**src/rtl/uart_tx_arq.sv**
```systemverilog
// Framed UART transmitter with serial acknowledge, timeout and bounded retransmission.
// Define UART_TX_ARQ_PARITY_EN to add an even-parity bit to the payload frame and to the ack word.
module uart_tx_arq #(
  parameter int unsigned          DATA_WIDTH   = 8,
  parameter int unsigned          CLKS_PER_BIT = 2604,
  parameter int unsigned          ACK_WIDTH    = 8,
  parameter logic [ACK_WIDTH-1:0] ACK_CODE     = 8'hCC,
  parameter int unsigned          ACK_TIMEOUT  = 500000,
  parameter int unsigned          MAX_RETX     = 5,
  parameter int unsigned          MSB_FIRST    = 1
) (
  input  logic                            clk,
  input  logic                            reset,
  input  logic                            tx_valid,
  input  logic [DATA_WIDTH-1:0]           tx_data,
  output logic                            tx_ready,
  input  logic                            ack,
  output logic                            data_out,
  output logic                            busy,
  output logic                            done,
  output logic                            fail,
  output logic [$clog2(MAX_RETX+1)-1:0]   retx_count
);

`ifdef UART_TX_ARQ_PARITY_EN
  localparam int unsigned ACK_N = ACK_WIDTH + 1;
`else
  localparam int unsigned ACK_N = ACK_WIDTH;
`endif
  localparam int unsigned BMAX = (DATA_WIDTH > ACK_N) ? DATA_WIDTH : ACK_N;
  localparam int unsigned CW   = $clog2(CLKS_PER_BIT);
  localparam int unsigned TW   = $clog2(ACK_TIMEOUT);
  localparam int unsigned RW   = $clog2(MAX_RETX+1);
  localparam int unsigned BW   = (BMAX > 1) ? $clog2(BMAX) : 1;

  localparam logic [CW-1:0] BIT_LAST  = CW'(CLKS_PER_BIT - 1);
  localparam logic [CW-1:0] HALF_LAST = CW'(CLKS_PER_BIT/2 - 1);
  localparam logic [TW-1:0] TMO_LAST  = TW'(ACK_TIMEOUT - 1);
  localparam logic [BW-1:0] DATA_LAST = BW'(DATA_WIDTH - 1);
  localparam logic [BW-1:0] ACK_LAST  = BW'(ACK_N - 1);
  localparam logic [RW-1:0] RETX_MAX  = RW'(MAX_RETX);

  typedef enum logic [3:0] {
    S_IDLE, S_START, S_DATA, S_PARITY, S_STOP,
    S_WAIT_ACK, S_ACK_START, S_ACK_BITS, S_RETRY
  } state_t;

  state_t                  state, next_state;
  logic [CW-1:0]           bit_cnt;
  logic [BW-1:0]           bit_idx;
  logic [TW-1:0]           tmo_cnt;
  logic [DATA_WIDTH-1:0]   hold_reg, shift_reg;
  logic [ACK_WIDTH-1:0]    ack_shift;
  logic                    bit_end, ack_ok, data_nx, done_nx, fail_nx;

  assign bit_end  = (bit_cnt == BIT_LAST);
  assign tx_ready = (state == S_IDLE);
  assign busy     = (state != S_IDLE);

`ifdef UART_TX_ARQ_PARITY_EN
  // On the final (parity) sample the ack word is already complete in ack_shift.
  assign ack_ok = (ack_shift == ACK_CODE) && ((^ack_shift) == ack);
`else
  assign ack_ok = (ACK_WIDTH'({ack_shift, ack}) == ACK_CODE);
`endif

  always_comb begin
    next_state = state;
    done_nx    = 1'b0;
    fail_nx    = 1'b0;
    data_nx    = 1'b1;
    case (state)
      S_IDLE:      if (tx_valid) next_state = S_START;
      S_START: begin
        data_nx = 1'b0;
        if (bit_end) next_state = S_DATA;
      end
      S_DATA: begin
        data_nx = (MSB_FIRST != 0) ? shift_reg[DATA_WIDTH-1] : shift_reg[0];
        if (bit_end && (bit_idx == DATA_LAST)) begin
`ifdef UART_TX_ARQ_PARITY_EN
          next_state = S_PARITY;
`else
          next_state = S_STOP;
`endif
        end
      end
      S_PARITY: begin
        data_nx = ^hold_reg;
        if (bit_end) next_state = S_STOP;
      end
      S_STOP:      if (bit_end) next_state = S_WAIT_ACK;
      S_WAIT_ACK: begin
        if (!ack)                      next_state = S_ACK_START;
        else if (tmo_cnt == TMO_LAST)  next_state = S_RETRY;
      end
      S_ACK_START: if (bit_cnt == HALF_LAST) next_state = ack ? S_WAIT_ACK : S_ACK_BITS;
      S_ACK_BITS: begin
        if (bit_end && (bit_idx == ACK_LAST)) begin
          if (ack_ok) begin
            next_state = S_IDLE;
            done_nx    = 1'b1;
          end else begin
            next_state = S_RETRY;
          end
        end
      end
      S_RETRY: begin
        if (retx_count < RETX_MAX) begin
          next_state = S_START;
        end else begin
          next_state = S_IDLE;
          fail_nx    = 1'b1;
        end
      end
      default:     next_state = S_IDLE;
    endcase
  end

  always_ff @(posedge clk) begin
    if (reset) begin
      state      <= S_IDLE;
      bit_cnt    <= '0;
      bit_idx    <= '0;
      tmo_cnt    <= '0;
      hold_reg   <= '0;
      shift_reg  <= '0;
      ack_shift  <= '0;
      retx_count <= '0;
      data_out   <= 1'b1;
      done       <= 1'b0;
      fail       <= 1'b0;
    end else begin
      state    <= next_state;
      data_out <= data_nx;
      done     <= done_nx;
      fail     <= fail_nx;

      if ((next_state != state) || bit_end) bit_cnt <= '0;
      else                                  bit_cnt <= bit_cnt + 1'b1;

      if (next_state != state)
        bit_idx <= '0;
      else if (bit_end && ((state == S_DATA) || (state == S_ACK_BITS)))
        bit_idx <= bit_idx + 1'b1;

      // Runs on through ACK_START so a glitch on ack cannot stretch the window.
      if (state == S_STOP)
        tmo_cnt <= '0;
      else if (((state == S_WAIT_ACK) || (state == S_ACK_START)) && (tmo_cnt != TMO_LAST))
        tmo_cnt <= tmo_cnt + 1'b1;

      if ((state == S_IDLE) && tx_valid) begin
        hold_reg   <= tx_data;
        shift_reg  <= tx_data;
        retx_count <= '0;
      end else if ((state == S_RETRY) && (next_state == S_START)) begin
        shift_reg  <= hold_reg;
        retx_count <= retx_count + 1'b1;
      end else if ((state == S_DATA) && bit_end) begin
        shift_reg  <= (MSB_FIRST != 0) ? (shift_reg << 1) : (shift_reg >> 1);
      end

      if ((state == S_ACK_BITS) && bit_end)
        ack_shift <= ACK_WIDTH'({ack_shift, ack});
    end
  end

endmodule

```
**config.mk**
```make
export PLATFORM = sky130hd
export DESIGN_NAME = uart_tx_arq
export DESIGN_NICKNAME = d
export VERILOG_FILES = /design/src/rtl/uart_tx_arq.sv
export SDC_FILE = /design/constraint.sdc
export NUM_CORES = 1
export LEC_CHECK = 0
export ABC_AREA = 1
export ABC_CLOCK_PERIOD_IN_PS = 2029
export BUFFER_PORTS_ARGS = -buffer_cell sky130_fd_sc_hd__buf_2
export CORE_ASPECT_RATIO = 1.2
export CORE_UTILIZATION = 45
export DETAILED_ROUTE_END_ITERATION = 8
export PLACE_DENSITY = 0.62
export SLEW_MARGIN = 20
export SYNTH_ARGS = -nofsm -noshare
export SYNTH_HDL_FRONTEND = slang
export SYNTH_SLANG_ARGS = --single-unit
```
**constraint.sdc**
```tcl
create_clock -name clk -period 2.03 [get_ports clk]
set_input_delay 0.1015 -clock clk [delete_from_list [all_inputs] [get_ports clk]]
set_output_delay 0.1015 -clock clk [all_outputs]
set_load 0.1 [all_outputs]
```
After elaboration in Yosys (flattened, before gate mapping)
Index checks and enable logic that the tools add are counted.

operators by class
  bitwise gates (word level) = 3
  $lt $le $gt $ge = 1
  add/sub/neg operators = 4
  muxes and demuxes = 19
  eq/ne operators = 16
  reductions and logical operators = 20

operators with widths
  cell                   number
  $mux 4                 10
  $pmux 4 s9             1
  $mux 8                 3
  $add 19x1->19 const B  1
  $eq 19x19->1 const B   1
  $ne 19x19->1 const B   1
  $eq 4x3->1 const B     4
  $add 12x1->12 const B  1
  $eq 12x11->1 const B   1
  $eq 12x12->1 const B   1
  $reduce_or 2->1        5
  $eq 4x1->1 const B     2
  $eq 4x2->1 const B     2
  $eq 8x8->1 const B     1
  $reduce_xor 8->1       1
  $logic_and 1x1->1      7
  $add 3x1->3 const B    2
  $eq 4x4->1 const B     1
  $logic_not 4->1        1
  $ne 4x4->1             1
  $reduce_bool 4->1      1
  $eq 3x3->1 const B     1
  $logic_or 1x1->1       3
  $lt 3x3->1 const B     1
  other kinds (6)        10

storage, ports and cells
  flip-flop bits (word level) = 67
  word-level logic and storage cells = 74
  output and inout bits = 8

Longest topological paths before layout
  depth in word-level cells = 8
  mapped depth = 13
  mapped depth without buffers = 12

Least setup slack after synthesis
No wires, ideal clock.

  path type = register to register
  start = register retx_count[0]
  end = register bit_cnt[4]
  required time = 1.966 ns
  cell stages (with the launch flop) = 10
  path slack = -0.263 ns
  buffers on the path = 1
  data arrival time = 2.229 ns
  library setup time = 0.064 ns
  path through = dfxtp_1 inv_1 a21oi_1 nor2_4 nor2_4 nand3_1 a31oi_1 nand3_2 buf_4 nor2_1

on the way
  cells in the longest elaborated chain, start to end = 6

ends and longest elaborated chain
  element                           line  RTL
  start, declared                   22    output logic [$clog2(MAX_RETX+1)-1:0] retx_count
  start signal, assigned            159   retx_count <= retx_count + 1'b1;
  $lt 3x3->1                        109   if (retx_count < RETX_MAX) begin
  $mux 1                            109
  $pmux 4 s9                        72    case (state)
  $ne 4x4->1                        139   if ((next_state != state) || bit_end) bit_cnt <= '0;
  $logic_or 1x1->1                  139
  $reduce_or 2->1 (no source line)  n/a
  end signal, assigned              140   else bit_cnt <= bit_cnt + 1'b1;
  end, declared                     49    logic [CW-1:0] bit_cnt;

No other way between the ends.
A chain may end at the register's enable or synchronous reset.

Worst setup path in the final report
  start = register bit_cnt[1]
  end = register bit_idx[0]

on the way
  cells in the longest elaborated chain, start to end = 6

ends and longest elaborated chain
  element                           line    RTL
  $eq 12x12->1                      56      assign bit_end = (bit_cnt == BIT_LAST);
  $logic_and 1x1->1                 80, 99
  $mux 4, on equally long branches  99, 80
  $pmux 4 s9                        72
  $ne 4x4->1                        142     if (next_state != state)
  $reduce_or 2->1 (no source line)  n/a
  end signal, assigned              145     bit_idx <= bit_idx + 1'b1;
  end, declared                     50      logic [BW-1:0] bit_idx;

Parallel ways exist; a longest one is shown, timed or not.

==> summary.txt <==
STA
  • Rel. slew slack: 0.659
  • RSZ-0062 raised after global routing: false
  • Final period utilization: 0.908
  • Tightest Pin Transition: 0.499 ns
  • Setup violations, final: 0
  • FMAX: 0.542 GHz
  • Total negative slack: 0 ns
  • Hold violation total from the final report: 0
  • Slew Limit Fails: 0
  • Min cycle time layout: 1.84 ns
  • Clk_skew: 0.00877 ns

Critical path
  • Max stage delay on crit path: 0.38 ns
  • Startpoint Class: flip-flop
  • Required @ worst endpoint: 2.31 ns
  • Crit-path cells: ha_1, nand2_1, nor2_1, nand3_1, inv_1, nand2_1, nand2_1, xor2_1, inv_1, nor2_1
  • Most used cell, CP: nand2_1
  • Critical Path AT: 2.12 ns
  • Setup crit end kind: flip-flop
  • R2r endpoint: bit_idx[0]
  • Crit-path max FO: 5
  • R2R setup slack: 0.19 ns
  • CP max stage cell: dfxtp_1
  • Crit path kind: flip-flop to flip-flop
  • FF-to-FF Start: bit_cnt[1]
  • R2R cell count: 10

Cells and area
  • Antenna diodes: 0
  • Fillers: 756
  • Register area: 1350 um^2
  • Non-Filler Instances: 629
  • Area of the multi-input gates: 1910 um^2
  • Synth-to-layout area growth: 14.6%
  • Largest register FFs: 19
  • Share of cells above drive strength 1: 0.152
  • Reg with most FFs: tmo_cnt
  • # nets final: 552
  • Biggest regs: tmo_cnt: 19 flops, bit_cnt: 12 flops

Power
  • Part of the power in combinational logic: 0.078
  • Seq pwr share: 0.493
  • Pleak: 0.00152 uW
  • P_sw: 673 uW
  • Clock power share: 0.429
  • Switch share: 0.242
  • Pint: 2110 uW
  • Pwr per Cell Area: 691 nW/um^2
  • VDD IR-drop max: 0.000484 V

Die
  • Vert. Die Dim: 98.7 um
  • Number of I/O pins: 20
  • Die width: 82.6 um
  • Starting Density: 0.474
  • FP Rows: 34
  • Die Area: 8160 um^2
  • Core ar.: 7400 um^2

Detailed routing
  • Antenna-violating nets left: 0
  • First-pass iteration count of the detailed router: 4
  • Total wire length: 8110 um
  • Routed len/inst: 12.9 um
  • Vias/cell: 5.27
  • Vias after detailed routing: 3315
  • Initial DRC count: 152
  • DRC viols: 0

Yosys
  • Mean Syn Cell Area: 7.02 um^2
  • Area contributors post-synth: dfxtp_1, nand2_1, nor2_1, inv_1, a21oi_1
  • Post-Syn Instances: 500
  • Synth Register Bits: 67
  • Syn. warnings: 0
  • Yosys top cell by area: dfxtp_1
  • Post-Syn Nets: 518
  • Top-area cell type share of the netlist area: 0.382
  • Synth cell types: 37
  • Post-synthesis sequential area ratio: 0.382
  • Mapped Area: 3510 um^2

Clock tree
  • Clk buf depth: 2
  • Cts bufs inserted: 9
  • Post-CTS Hold Fix Bufs: 0
  • CTS tree: built
  • Number of setup buffers added after CTS: 0
  • Root Buffer: clkbuf_8
  • Clock sink count: 67
  • Htree depth: 3
  • Clock Latency Late Sink: 0.34 ns
  • Clk pin slew, worst setup/hold paths: 0.07 ns

Run
  • Maxcap violations: 0

Global route
  • First-pass GRT wire length: 13800 um
  • GR Util All Layers: 0.218
  • Grt total ovfl: 0
  • Vias in the first global route: 3188
  • Number of antenna violations at the first check in global routing: 0
  • Largest net degree at the start of global routing: 20

Outcome
  • Status: completed

Placed design
  • Hpwl dp: 6070 um
  • PortBufs: 19
  • Placed cells: 612
  • GP Congestion: 0.942

Hold path
  • WHS Endpoint: shift_reg[1]
  • Worst Hold Class: input pin to flip-flop
  • Min-delay src: tx_data[1]
  • Hold Path Depth: 3
[power groups by stage]
| stage | Clock [uW] | Combinational, uW | Sequential (uW) |
|---|---|---|---|
| 2_1_floorplan | 0 | 154 | 1400 |
| 3_3_place_gp | 0 | 212 | 1400 |
| 3_5_place_dp | 0 | 214 | 1400 |
| 4_1_cts | 1220 | 214 | 1370 |
| 5_1_grt | 1280 | 236 | 1370 |
| 6_report | 1190 | 217 | 1370 |
[synth_stat cells (all sizes together)]
master and n:
a2111oi 1, a211oi 2, a21oi 27, a22o 1, a31oi 9, buf 5
clkbuf 4, clkinv 2, dfxtp 67, ha 6, inv 64, nand2 104
nand3 29, nand4 12, nor2 78, nor3 16, nor3b 4, nor4 4
o2111ai 1, o211ai 7, o21ai 21, o22ai 7, o31a 1, o31ai 1
or2 2, xnor2 10, xor2 15
[cell families (layout without fill, tap and decap cells)]
family,count (synthesis),in the layout,synth area share
buffers and inverters,75,114,0.0834
adders and majority gates,6,6,0.0214
DFF,67,67,0.382
and+or+nand+nor,249,249,0.321
AOI/OAI and AO/OA,78,78,0.129
xor gates and xnor gates,25,25,0.0624
[layer usage]
| metal | global-route usage | vias up | wire length [um] |
|---|---|---|---|
| li1 | - | 1710 | - |
| met3 | 0.0528 | 21 | 287 |
| met2 | 0.390 | 77 | 4120 |
| met4 | 0.0915 | 0 | 235 |
| met1 | 0.239 | 1507 | 3460 |
| met5 | 0 | - | 0 |
[worst max path at each step]
| stage | startpoint | end | slack, ns | cells past startpoint |
|---|---|---|---|---|
| 2_1_floorplan | state[3] | hold_reg[3] | 0.03 | 7 |
| 3_3_place_gp | state[0] | hold_reg[7] | 0.15 | 6 |
| 3_5_place_dp | bit_cnt[0] | bit_cnt[7] | 0.08 | 11 |
| 4_1_cts | bit_cnt[0] | bit_cnt[11] | 0.07 | 11 |
| 5_1_grt | bit_cnt[1] | bit_idx[1] | 0.003 | 11 |
| 6_report | bit_cnt[1] | bit_idx[0] | 0.19 | 10 |
[layout make-up]
class	count	share of cell area
Sequential cell	67	0.335
Inverter	66	0.0625
Timing Repair Buffer	31	0.0460
Clock buffer	11	0.0327
Clock inverter	5	0.0193
Timing Repair inverter	1	0.00124
Tap cell	90	0.0280
Multi-Input combinational cell	358	0.475
[metrics by stage]
step | hold WS, ns | total power (uW) | util | setup slack [ns] | area (um^2)
4_1_cts | 0.0246 | 2810 | 0.537 | 0.0666 | 3980
5_1_grt | 0.0380 | 2890 | 0.543 | 0.00286 | 4020
6_report | 0.0378 | 2780 | 0.543 | 0.186 | 4020
3_3_place_gp | 0.379 | 1610 | 0.509 | 0.153 | 3770
3_5_place_dp | 0.395 | 1610 | 0.509 | 0.0759 | 3770
2_1_floorplan | 0.180 | 1550 | - | 0.0255 | 3510
[layout by cell type, fill, tap and decap left out, types with 2 or more instances in the layout]
cell        synthesis  final
nand2_1            99     99
nor2_1             71     70
dfxtp_1            67     62
inv_1              54     54
a21oi_1            27     27
nand3_1            26     25
o21ai_0            19     19
buf_2               3     19
xor2_1             15     15
nor3_1             14     14
nand4_1            12     12
buf_4               2     12
inv_2              10     10
xnor2_1            10     10
a31oi_1             9      9
clkbuf_8            0      9
o22ai_1             7      7
o211ai_1            7      7
ha_1                6      6
nor2_4              3      5
dfxtp_2             0      5
nor4_1              4      4
nor3b_1             4      4
nor2_2              4      3
nand2_2             5      3
nand3_2             3      3
nand2_4             0      2
clkinvlp_4          0      2
a211oi_1            2      2
or2_1               2      2
clkbuf_1            4      2
clkinv_2            0      2
bufinv_16           0      2
[worst max-delay path, delay by kind of cell (launching register included)]
family                   cells  cell delay, ns
XOR/XNOR                     1            0.16
buffers and inverters        2            0.18
AND/OR/NAND/NOR              6            0.85
adder cells (fa/ha/maj)      1            0.21
flip-flops                   1            0.38
[what timing repair did]
item	4_1_cts	5_1_grt
endpoints found under the setup margin	0	29
gates resized for setup	0	10
endpoints found under the hold margin	0	0
Note: power is estimated with default switching activity, not from simulation.
